==> src/rtl/mul_seq_xnym_pkg.sv <==
// Shared types and defaults for the sequential shift-add multiplier.
package mul_seq_xnym_pkg;

  localparam int X_WIDTH_DEF = 8;
  localparam int Y_WIDTH_DEF = 8;

  typedef enum logic [1:0] {
    MS_IDLE = 2'd0,
    MS_RUN  = 2'd1,
    MS_FIX  = 2'd2
  } ms_state_e;

  // Counter must hold 0..Y_WIDTH.
  function automatic int cnt_width(input int yw);
    return $clog2(yw + 1);
  endfunction

endpackage

==> src/rtl/mul_seq_xnym_twos_cond_neg.sv <==
// Conditional two's-complement negation: o = neg ? -a : a.
// Purely combinational, no backpressure.
module twos_cond_neg #(
  parameter int W = 8
) (
  input  logic [W-1:0] a,
  input  logic         neg,
  output logic [W-1:0] o
);

  always_comb begin
    o = neg ? (~a + 1'b1) : a;
  end

endmodule

==> src/rtl/mul_seq_xnym.sv <==
// Sequential shift-add multiplier, X_WIDTH x Y_WIDTH, signed or unsigned per operation.
// Latency Y_WIDTH+1 edges from accepted start to valid; start is ignored while rdy=0.
module mul_seq_xnym
  import mul_seq_xnym_pkg::*;
#(
  parameter  int X_WIDTH = X_WIDTH_DEF,
  parameter  int Y_WIDTH = Y_WIDTH_DEF,
  localparam int P_WIDTH = X_WIDTH + Y_WIDTH
) (
`ifdef GL_TEST
  inout  wire                vccd1,
  inout  wire                vssd1,
`endif
  input  logic               clk,
  input  logic               rst,
  input  logic               start,
  input  logic               sgn,
  input  logic [X_WIDTH-1:0] x,
  input  logic [Y_WIDTH-1:0] y,
  output logic [P_WIDTH-1:0] p,
  output logic               s,
  output logic               valid,
  output logic               rdy
);

  localparam int CNT_W = cnt_width(Y_WIDTH);

  ms_state_e           state_q, state_d;
  logic [CNT_W-1:0]    cnt_q, cnt_d;
  logic [P_WIDTH-1:0]  acc_q, acc_d;
  logic [P_WIDTH-1:0]  mcand_q, mcand_d;
  logic [Y_WIDTH-1:0]  mplier_q, mplier_d;
  logic                neg_q, neg_d;
  logic                sgn_q, sgn_d;
  logic [P_WIDTH-1:0]  p_q, p_d;
  logic                s_q, s_d;
  logic                valid_q, valid_d;

  logic [X_WIDTH-1:0]  x_abs;
  logic [Y_WIDTH-1:0]  y_abs;
  logic [P_WIDTH-1:0]  prod_fix;

  // Magnitudes are taken from the live inputs and only used in the start cycle.
  twos_cond_neg #(.W(X_WIDTH)) u_abs_x (.a(x), .neg(sgn & x[X_WIDTH-1]), .o(x_abs));
  twos_cond_neg #(.W(Y_WIDTH)) u_abs_y (.a(y), .neg(sgn & y[Y_WIDTH-1]), .o(y_abs));
  twos_cond_neg #(.W(P_WIDTH)) u_fix   (.a(acc_q), .neg(neg_q), .o(prod_fix));

  always_comb begin
    state_d  = state_q;
    cnt_d    = cnt_q;
    acc_d    = acc_q;
    mcand_d  = mcand_q;
    mplier_d = mplier_q;
    neg_d    = neg_q;
    sgn_d    = sgn_q;
    p_d      = p_q;
    s_d      = s_q;
    valid_d  = 1'b0;
    unique case (state_q)
      MS_IDLE: begin
        if (start) begin
          sgn_d    = sgn;
          neg_d    = sgn & (x[X_WIDTH-1] ^ y[Y_WIDTH-1]);
          acc_d    = '0;
          cnt_d    = '0;
          mcand_d  = {{Y_WIDTH{1'b0}}, x_abs};
          mplier_d = y_abs;
          state_d  = MS_RUN;
        end
      end
      MS_RUN: begin
        if (mplier_q[0]) acc_d = acc_q + mcand_q;
        mcand_d  = mcand_q << 1;
        mplier_d = mplier_q >> 1;
        cnt_d    = cnt_q + 1'b1;
        if (cnt_q == CNT_W'(Y_WIDTH - 1)) state_d = MS_FIX;
      end
      MS_FIX: begin
        p_d     = prod_fix;
        s_d     = sgn_q & prod_fix[P_WIDTH-1];
        valid_d = 1'b1;
        state_d = MS_IDLE;
      end
      default: state_d = MS_IDLE;
    endcase
  end

  always_ff @(posedge clk) begin
    if (rst) begin
      state_q  <= MS_IDLE;
      cnt_q    <= '0;
      acc_q    <= '0;
      mcand_q  <= '0;
      mplier_q <= '0;
      neg_q    <= 1'b0;
      sgn_q    <= 1'b0;
      p_q      <= '0;
      s_q      <= 1'b0;
      valid_q  <= 1'b0;
    end else begin
      state_q  <= state_d;
      cnt_q    <= cnt_d;
      acc_q    <= acc_d;
      mcand_q  <= mcand_d;
      mplier_q <= mplier_d;
      neg_q    <= neg_d;
      sgn_q    <= sgn_d;
      p_q      <= p_d;
      s_q      <= s_d;
      valid_q  <= valid_d;
    end
  end

  assign p     = p_q;
  assign s     = s_q;
  assign valid = valid_q;
  assign rdy   = (state_q == MS_IDLE);

endmodule

==> config.mk <==
export PLATFORM = sky130hd
export DESIGN_NAME = mul_seq_xnym
export DESIGN_NICKNAME = d
export VERILOG_FILES = /design/src/rtl/mul_seq_xnym_pkg.sv /design/src/rtl/mul_seq_xnym_twos_cond_neg.sv /design/src/rtl/mul_seq_xnym.sv
export SDC_FILE = /design/constraint.sdc
export NUM_CORES = 1
export LEC_CHECK = 0
export ABC_CLOCK_PERIOD_IN_PS = 6700
export CORE_MARGIN = 2
export CORE_UTILIZATION = 36
export CTS_CLUSTER_SIZE = 8
export DETAILED_ROUTE_END_ITERATION = 10
export PLACE_DENSITY_LB_ADDON = 0.05
export SLEW_MARGIN = 20
export SYNTH_ARGS = -nofsm -noshare
export SYNTH_HDL_FRONTEND = slang
export SYNTH_SLANG_ARGS = --single-unit
==> constraint.sdc <==
create_clock -name clk -period 6.7 [get_ports clk]
set_clock_uncertainty 0.1 [all_clocks]
set_input_delay 0.67 -clock clk [delete_from_list [all_inputs] [get_ports clk]]
set_output_delay 0.67 -clock clk [all_outputs]
set_load 0.02 [all_outputs]
==> results of run 1 <==
cells in the mapped netlist (all sizes together), types with 3 or more instances:
cell | number | area, um2
nand3b | 3 | 22.5
nand3 | 20 | 100
o21ai | 21 | 105
a21oi | 56 | 280
a221oi | 5 | 43.8
a21o | 3 | 22.5
o21a | 3 | 22.5
nor2b | 6 | 37.5
nor4 | 3 | 18.8
o31ai | 6 | 58.8
nor2 | 46 | 173
and2 | 5 | 31.3
a22oi | 12 | 90.1
a31oi | 5 | 31.3
o211ai | 3 | 22.5
nand2 | 46 | 173
or3 | 10 | 72.6
a22o | 4 | 35.0
and3 | 3 | 18.8
inv | 12 | 45.0
nand2b | 4 | 25.0
xnor2 | 8 | 70.1
dfxtp | 66 | 1320
nor3 | 8 | 40.0
a211oi | 13 | 97.6
clkbuf | 23 | 86.3
xor2 | 19 | 166
ha | 19 | 238
per-stage QoR:
step           setup slack [ns]  instance area [um2]  std cells  utilization [%]
2_1_floorplan              4.27                 3620        452                -
3_3_place_gp               3.90                 4090        600             41.8
3_5_place_dp               3.86                 4090        600             41.8
4_1_cts                    3.85                 4300        616             44.0
5_1_grt                    3.57                 4300        616             44.0
6_report                   3.83                 4300        616             44.0
power breakdown:
group | internal (mW) | total (mW) | switching [mW]
Combinational | 0.0343 | 0.0868 | 0.0525
Sequential | 0.402 | 0.411 | 0.00901
Clock | 0.209 | 0.364 | 0.155
worst max path at each step:
| stage | start | end | slack (ns) | cells after the start |
|---|---|---|---|---|
| 2_1_floorplan | acc_q[0]$_SDFFE_PP0P_ | acc_q[12]$_SDFFE_PP0P_ | 4.27 | 10 |
| 3_3_place_gp | start | cnt_q[2]$_SDFFE_PP0P_ | 3.90 | 5 |
| 3_5_place_dp | start | cnt_q[2]$_SDFFE_PP0P_ | 3.86 | 5 |
| 4_1_cts | acc_q[0]$_SDFFE_PP0P_ | acc_q[14]$_SDFFE_PP0P_ | 3.85 | 10 |
| 5_1_grt | acc_q[0]$_SDFFE_PP0P_ | acc_q[12]$_SDFFE_PP0P_ | 3.57 | 10 |
| 6_report | acc_q[0]$_SDFFE_PP0P_ | acc_q[12]$_SDFFE_PP0P_ | 3.83 | 10 |
flip-flops by register name, indices dropped and copies added, names as in the netlist:
register and flops:
acc_q 16, mcand_q 16, neg_q 1, valid 1, cnt_q 4, p 16
s 1, sgn_q 1, mplier_q 8, state_q 2
layout by cell type, fill, tap and decap left out, drive strengths merged, types with 4 or more instances in the layout:
master,n
nand2b,4
o21ai,21
a31oi,5
a221oi,5
nor3,8
clkdlybuf4s50,37
a22oi,12
nand2,46
nor2b,6
clkbuf,9
o31ai,6
nand3,20
a21oi,56
xor2,19
or3,10
dfxtp,66
nor2,46
ha,19
a211oi,13
a22o,4
and2,5
xnor2,8
inv,12
layout make-up:
cell class | instances | area (um2)
timing repair buffer | 40 | 390
fill | 1025 | 5470
inverter | 12 | 45.0
clock inverter | 7 | 93.8
multi-input combinational | 349 | 2160
sequential | 66 | 1320
clock buffer | 9 | 124
tap | 133 | 166
critical path, delay by kind of cell, from the launching register on:
kind / cells / cell delay (ns)
flops: 1 / 0.40
simple gates: 1 / 0.16
compound gates: 6 / 1.44
fa+ha+maj: 2 / 0.59
buf+inv: 1 / 0.06
layer usage:
metal / vias to the layer above / share of wire [%] / track usage (%) / routed length, um
li1: 1683 / - / - / -
met1: 1434 / 50 / 21.1 / 4120
met2: 60 / 45 / 25.5 / 3710
met3: 5 / 3.8 / 2.44 / 309
met4: 0 / 0.77 / 4.63 / 63
met5: - / 0 / 0 / 0
cells by family (layout without fill, tap and decap cells):
group,count (synthesis),count (layout),synth area share (%)
AOI/OAI and AO/OA,139,139,24.3
xor gates and xnor gates,27,27,6.53
adders and majority gates,20,20,7.12
buffers and inverters,37,68,3.87
DFF,66,66,36.5
muxes,1,1,0.276
and+or+nand+nor,162,162,21.4
==> flow_metrics.tcl, run 1 <==
set metrics [dict create \
    globalRoute.totalOverflow 0 \
    power.total_uw 862 \
    power_density_mw_per_mm2 200 \
    max_cap_viol_count 0 \
    crit_chain "ha_1 -> inv_1 -> fa_1 -> nor2b_1 -> o21ai_0 -> a21boi_0 -> o21ai_0 -> a21oi_1 -> o21ai_0 -> a32o_1" \
    cts_tree "done" \
    hpwlAfterDp_um 6040 \
    final.min_clock_period_ns 2.87 \
    netlist_instances 452 \
    synth_edf_count 0 \
    finalSetupViolCount 0 \
    cts_buffer_depth 2 \
    insertion_delay_ns 0.34 \
    io_buffers 38 \
    syn_area_per_cell_um2 8.01 \
    async_flop_share_pct 0 \
    hold_viol 0 \
    ys_types 47 \
    drive_gt1_share_pct 5.18 \
    dr.pass1.iters 4 \
    min_to "p[10]$_SDFFE_PP0P_" \
    crit_required_ns 6.83 \
    syn_area_mm2 0.00362 \
    post_cts_buffers 0 \
    path_class "register to register" \
    rows 36 \
    coreArea_mm2 0.00977 \
    grt_first_pass_wirelength_um 13900 \
    cts.htree.levels 3 \
    clk_pin_slew_worst_paths_ns 0.08 \
    crit_path_end_kind "register" \
    place.gp.congestion 0.828 \
    max-vdd-ir-drop_v 0.0000883 \
    vias_per_cell 5.17 \
    num_vias 3182 \
    post_cts_resized 0 \
    synth-main-ff-cell "dfxtp_1" \
    synth_nets 492 \
    routed_wl_um 8200 \
    ys_warn_count 0 \
    seq_area_frac_synth_pct 36.5 \
    fmax_mhz 348 \
    fin_tns_setup_ns 0 \
    max_stage_delay_ns 0.53 \
    r2r_end "acc_q[12]$_SDFFE_PP0P_" \
    synthToLayoutAreaGrowth_pct 18.8 \
    rr_worst_depth 10 \
    slew_violations 0 \
    die_h_um 104 \
    drtAntennaViolNets 0 \
    cp_common_cell "o21ai_0" \
    grt_start_max_net_pins 62 \
    antennaDiodeCount 0 \
    fin_crit_sh_pct 42.8 \
    drc 0 \
    die-area_mm2 0.0109 \
    slew_headroom_pct 29.8 \
    min_path_type "register to register" \
    r2r-start "acc_q[0]$_SDFFE_PP0P_" \
    worstPathMaxFanout 5 \
    final_nets 518 \
    die_w_um 104 \
    clock_tree.root_cell "clkbuf_8" \
    start_util_pct 37.0 \
    rsz0062_at_grt "false" \
    worstMarginPinSlew_ns 1.05 \
    grt_pass1_vias 2927 \
    drt-wirelength-per-cell_um 13.3 \
    cts.sinks 66 \
    ctsHoldBuffers 0 \
    power_leakage_nw 1.59 \
    ys_seq_elements 66 \
    arrival_ns 3.00 \
    start_kind "register" \
    outcome "finished clean" \
    grt_usage_pct 15.6 \
    antenna_found_initial 0 \
    rrSetupSlack_ns 3.83 \
    drt_iter0_markers 119 \
    whs_ns 0.349 \
    hold_path_depth 2 \
    cts_buffers 9 \
    hold_path_startpoint "p[10]$_SDFFE_PP0P_" \
    pin_count 39 \
    slowest_stage "a21boi_0" \
]
(Power assumes the default switching activity.)
==> run 2: changes to the inputs <==
- ABC_CLOCK_PERIOD_IN_PS: 6700 -> 2900
- clock period: 6.7 -> 2.9 ns (I/O delays scaled with it)
==> flow_metrics.tcl, run 2 (synthesis results as in run 1) <==
set metrics [dict create \
    outcome "finished clean" \
    ctsHoldBuffers 0 \
    post_cts_resized 0 \
    insertion_delay_ns 0.34 \
    hold_path_startpoint "rst" \
    max_cap_viol_count 0 \
    rr_worst_depth 11 \
    post_cts_buffers 0 \
    slew_violations 0 \
    start_kind "register" \
    crit_path_end_kind "register" \
    cp-endpoint "acc_q[14]$_SDFFE_PP0P_" \
    power.total_mw 1.91 \
    cts_buffers 9 \
    grt_start_max_net_pins 57 \
    num_vias 3229 \
    dr.pass1.iters 4 \
    power_leakage_nw 1.63 \
    drt-wirelength-per-cell_um 13.7 \
    worstPathMaxFanout 5 \
    worstMarginPinSlew_ns 1.03 \
    max-vdd-ir-drop_v 0.000238 \
    r2r-start "acc_q[0]$_SDFFE_PP0P_" \
    fmax_mhz 385 \
    arrival_ns 2.73 \
    coreArea_mm2 0.00977 \
    clock_tree.root_cell "clkbuf_8" \
    drc 0 \
    layout_commonest_cell "dfxtp_1" \
    drt_iter0_markers 70 \
    slew_headroom_pct 31.2 \
    fin_tns_setup_ns 0 \
    r2r_end "acc_q[14]$_SDFFE_PP0P_" \
    pre_cts_ws_ns 0.297 \
    power_density_mw_per_mm2 442 \
    hpwlAfterDp_um 6330 \
    cts.sinks 66 \
    drive_gt1_share_pct 6.12 \
    clk_pin_slew_worst_paths_ns 0.07 \
    crit_start "acc_q[0]$_SDFFE_PP0P_" \
    vias_per_cell 5.18 \
    hold_viol 0 \
    rsz0062_at_grt "false" \
    finalSetupViolCount 0 \
    fin_crit_sh_pct 89.5 \
    grt_first_pass_wirelength_um 14400 \
    die_w_um 104 \
    antenna_found_initial 0 \
    final.min_clock_period_ns 2.60 \
    final_nets 526 \
    pin_count 39 \
    die_h_um 104 \
    cts_buffer_depth 2 \
    final_cell_mix "dfxtp_1 (66), a21oi_1 (56), nor2_1 (46), nand2_1 (46), clkdlybuf4s50_1 (37)" \
    globalRoute.totalOverflow 0 \
    die-area_mm2 0.0109 \
    drtAntennaViolNets 0 \
    grt_pass1_vias 3102 \
    fill_cells 1017 \
    grt_usage_pct 16.2 \
    cts_tree "done" \
    crit_required_ns 3.04 \
    antennaDiodeCount 0 \
    synthToLayoutAreaGrowth_pct 19.6 \
    rows 36 \
    cts.htree.levels 3 \
    io_buffers 38 \
    place.gp.congestion 0.888 \
    start_util_pct 37.0 \
    path_class "register to register" \
    min_path_type "primary input to register" \
    timing.final.ws_setup_ns 0.304 \
    routed_wl_um 8540 \
    rrSetupSlack_ns 0.30 \
]
-- run 2: cell types whose count changed in the layout (fill, tap and decap cells not counted) --
cell        delta
buf_4          +8
bufinv_16      -1
clkbuf_1       +2
clkbuf_8       +1
clkinv_4       -1
clkinvlp_4     -2
-- run 2: layer usage --
layer  wire (um)  vias up  track usage [%]  part of all wire [%]
met1        4110     1473             19.4                    48
li1            -     1695                -                     -
met3         285       13             3.07                   3.3
met5           0        -                0                     0
met2        4010       48             28.5                    47
met4         136        0             6.08                   1.6
-- run 2: layout make-up --
type / instances / area (um2) / share of cell area (%)
multi-input combinational: 349 / 2160 / 49.9
timing repair buffer: 48 / 450 / 10.4
tap: 133 / 166 / 3.84
inverter: 12 / 45.0 / 1.04
sequential: 66 / 1320 / 30.5
clock inverter: 3 / 40.0 / 0.925
clock buffer: 12 / 145 / 3.35
-- run 2: how the worst min path moves through the flow --
stage,to,cells past startpoint,slack (ns)
finish,p[12]$_SDFFE_PP0P_,2,0.14
global route,p[12]$_SDFFE_PP0P_,2,0.14
CTS,p[12]$_SDFFE_PP0P_,2,0.12
detailed placement,p[12]$_SDFFE_PP0P_,2,0.34
global placement,p[8]$_SDFFE_PP0P_,2,0.34
floorplan,mcand_q[0]$_SDFFE_PP0P_,2,0.33
-- run 2: power by group --
group | leakage, nW | internal (mW) | switching [mW]
Sequential | 0.535 | 0.929 | 0.0181
Combinational | 0.996 | 0.0844 | 0.128
Clock | 0.0962 | 0.414 | 0.341
Total | 1.63 | 1.43 | 0.487
-- run 2: per-stage QoR --
step / utilization, % / hold WS, ns / instances / area (um2)
global placement: 42.4 / 0.340 / 608 / 4150
CTS: 44.3 / 0.122 / 623 / 4330
finish: 44.3 / 0.143 / 623 / 4330
detailed placement: 42.4 / 0.345 / 608 / 4150
global route: 44.3 / 0.141 / 623 / 4330
floorplan: - / 0.326 / 452 / 3620
-- run 2: worst max-delay path: stages (launching register included) --
cell      delay (ns)
dfxtp_1         0.41
ha_1            0.23
inv_1           0.06
fa_1            0.39
nor2b_1         0.15
o21ai_0         0.12
a21boi_0        0.19
buf_4           0.16
o211ai_1        0.11
a21boi_0        0.22
o21ai_0         0.10
a32o_1          0.25
==> run 3: changes to the inputs <==
- ABC_CLOCK_PERIOD_IN_PS: 2900 -> 2730
- clock period: 2.9 -> 2.73 ns (I/O delays scaled with it)
==> flow_metrics.tcl, run 3 (synthesis results as in run 1) <==
set metrics [dict create \
    outcome "finished clean" \
    drt_iter0_markers 78 \
    coreArea_mm2 0.00977 \
    max-vdd-ir-drop_v 0.000226 \
    insertion_delay_ns 0.34 \
    clk_pin_slew_worst_paths_ns 0.08 \
    drtAntennaViolNets 0 \
    slew_headroom_pct 33.7 \
    drc 0 \
    dr.pass1.iters 4 \
    regArea_mm2 0.00132 \
    drt-wirelength-per-cell_um 13.5 \
    hold_path_startpoint "rst" \
    hold_path_depth 2 \
    final_nets 528 \
    cts.htree.levels 3 \
    grt_first_pass_wirelength_um 14400 \
    synthToLayoutAreaGrowth_pct 21.2 \
    arrival_ns 2.66 \
    multi_input_area_mm2 0.00216 \
    final.min_clock_period_ns 2.53 \
    slew_violations 0 \
    die-area_mm2 0.0109 \
    cts_tree "done" \
    cts_buffer_depth 2 \
    io_buffers 38 \
    crit_required_ns 2.86 \
    max_cap_viol_count 0 \
    power.total_mw 2.16 \
    cts.sinks 66 \
    power_density_mw_per_mm2 493 \
    num_vias 3232 \
    post_cts_buffers 0 \
    path_class "register to register" \
    vias_per_cell 5.16 \
    antennaDiodeCount 0 \
    globalRoute.totalOverflow 0 \
    grt_pass1_vias 2971 \
    drive_gt1_share_pct 7.30 \
    routed_wl_um 8450 \
    hpwlAfterDp_um 6350 \
    rsz0062_at_grt "false" \
    hold_viol 0 \
    crit_path_end_kind "register" \
    clock_tree.root_cell "clkbuf_8" \
    layout_commonest_cell "dfxtp_1" \
    rr_worst_depth 8 \
    start_util_pct 37.0 \
    pin_count 39 \
    grt_start_max_net_pins 44 \
    r2r_end "acc_q[15]$_SDFFE_PP0P_" \
    fill_cells 1034 \
    antenna_found_initial 0 \
    start_kind "register" \
    rows 36 \
    r2r-start "acc_q[1]$_SDFFE_PP0P_" \
    rrSetupSlack_ns 0.20 \
    min_path_type "primary input to register" \
    fmax_mhz 395 \
    die_w_um 104 \
    worstMarginPinSlew_ns 0.991 \
    final_cell_mix "dfxtp_1 (65), a21oi_1 (56), nor2_1 (46), nand2_1 (46), clkdlybuf4s50_1 (37)" \
    fin_crit_sh_pct 92.7 \
    power_leakage_nw 1.64 \
    finalSetupViolCount 0 \
    place.gp.congestion 0.908 \
    grt_usage_pct 16.0 \
    min_to "valid$_SDFF_PP0_" \
    cts_buffers 9 \
    fin_tns_setup_ns 0 \
    worstPathMaxFanout 5 \
    die_h_um 104 \
]
-- run 3: cell count changes in the layout (fill, tap and decap cells not counted) --
cell | previous run | this run
clkinv_2 | 2 | 0
clkinvlp_4 | 0 | 4
bufinv_16 | 1 | 2
clkbuf_1 | 2 | 0
buf_4 | 10 | 12
dfxtp_1 | 66 | 65
dfxtp_2 | 0 | 1
-- run 3: metrics by stage --
stage | utilization [%] | hold WS, ns | std cells | cell area (um2) | worst slack, ns
global placement | 42.6 | 0.340 | 610 | 4160 | 0.218
CTS | 44.9 | 0.217 | 626 | 4390 | 0.169
floorplan | - | 0.309 | 452 | 3620 | 0.297
finish | 44.9 | 0.235 | 626 | 4390 | 0.198
global route | 44.9 | 0.240 | 626 | 4390 | 0.0151
detailed placement | 42.6 | 0.343 | 610 | 4160 | 0.175
-- run 3: area by class of cell --
type,count,share of cell area (%)
clock inverters,6,2.05
inverters,12,1.03
clock buffers,10,3.14
repair buffers,50,10.6
well taps,133,3.79
multi-input cells,349,49.3
flip-flops and latches,66,30.1
-- run 3: per-layer routing --
metal | global-route usage [%] | part of all wire [%]
met2 | 27.5 | 46
met4 | 4.63 | 0.91
met5 | 0 | 0
met3 | 2.94 | 3.9
met1 | 20.5 | 49
-- run 3: timing repair --
action / 4_1_cts / 5_1_grt
endpoints found under the setup margin: 0 / 1
resized for setup: 0 / 1
hold buffers: 0 / 0
-- run 3: worst max-delay path by stage --
stage / start / end / slack [ns] / cells past startpoint
final: acc_q[1]$_SDFFE_PP0P_ / acc_q[15]$_SDFFE_PP0P_ / 0.20 / 8
after detailed placement: acc_q[0]$_SDFFE_PP0P_ / acc_q[14]$_SDFFE_PP0P_ / 0.18 / 11
after global routing: acc_q[8]$_SDFFE_PP0P_ / acc_q[15]$_SDFFE_PP0P_ / 0.02 / 8
after global placement: acc_q[1]$_SDFFE_PP0P_ / acc_q[15]$_SDFFE_PP0P_ / 0.22 / 8
after floorplan: acc_q[0]$_SDFFE_PP0P_ / acc_q[12]$_SDFFE_PP0P_ / 0.30 / 10
after CTS: acc_q[0]$_SDFFE_PP0P_ / acc_q[14]$_SDFFE_PP0P_ / 0.17 / 11
-- run 3: where the power goes --
part	switching (mW)	internal [mW]	leakage [nW]	total, mW
Sequential	0.0207	0.986	0.535	1.01
Clock	0.394	0.539	0.101	0.933
Combinational	0.133	0.0911	1.01	0.224
-- run 3: critical path, cell delays in order (launching register included) --
cell and delay (ns):
dfxtp_1 0.40, ha_1 0.27, a211oi_1 0.35, o211ai_1 0.19, nand4_1 0.15, a21oi_1 0.10
o31a_1 0.29, or2_2 0.29, a221o_1 0.28
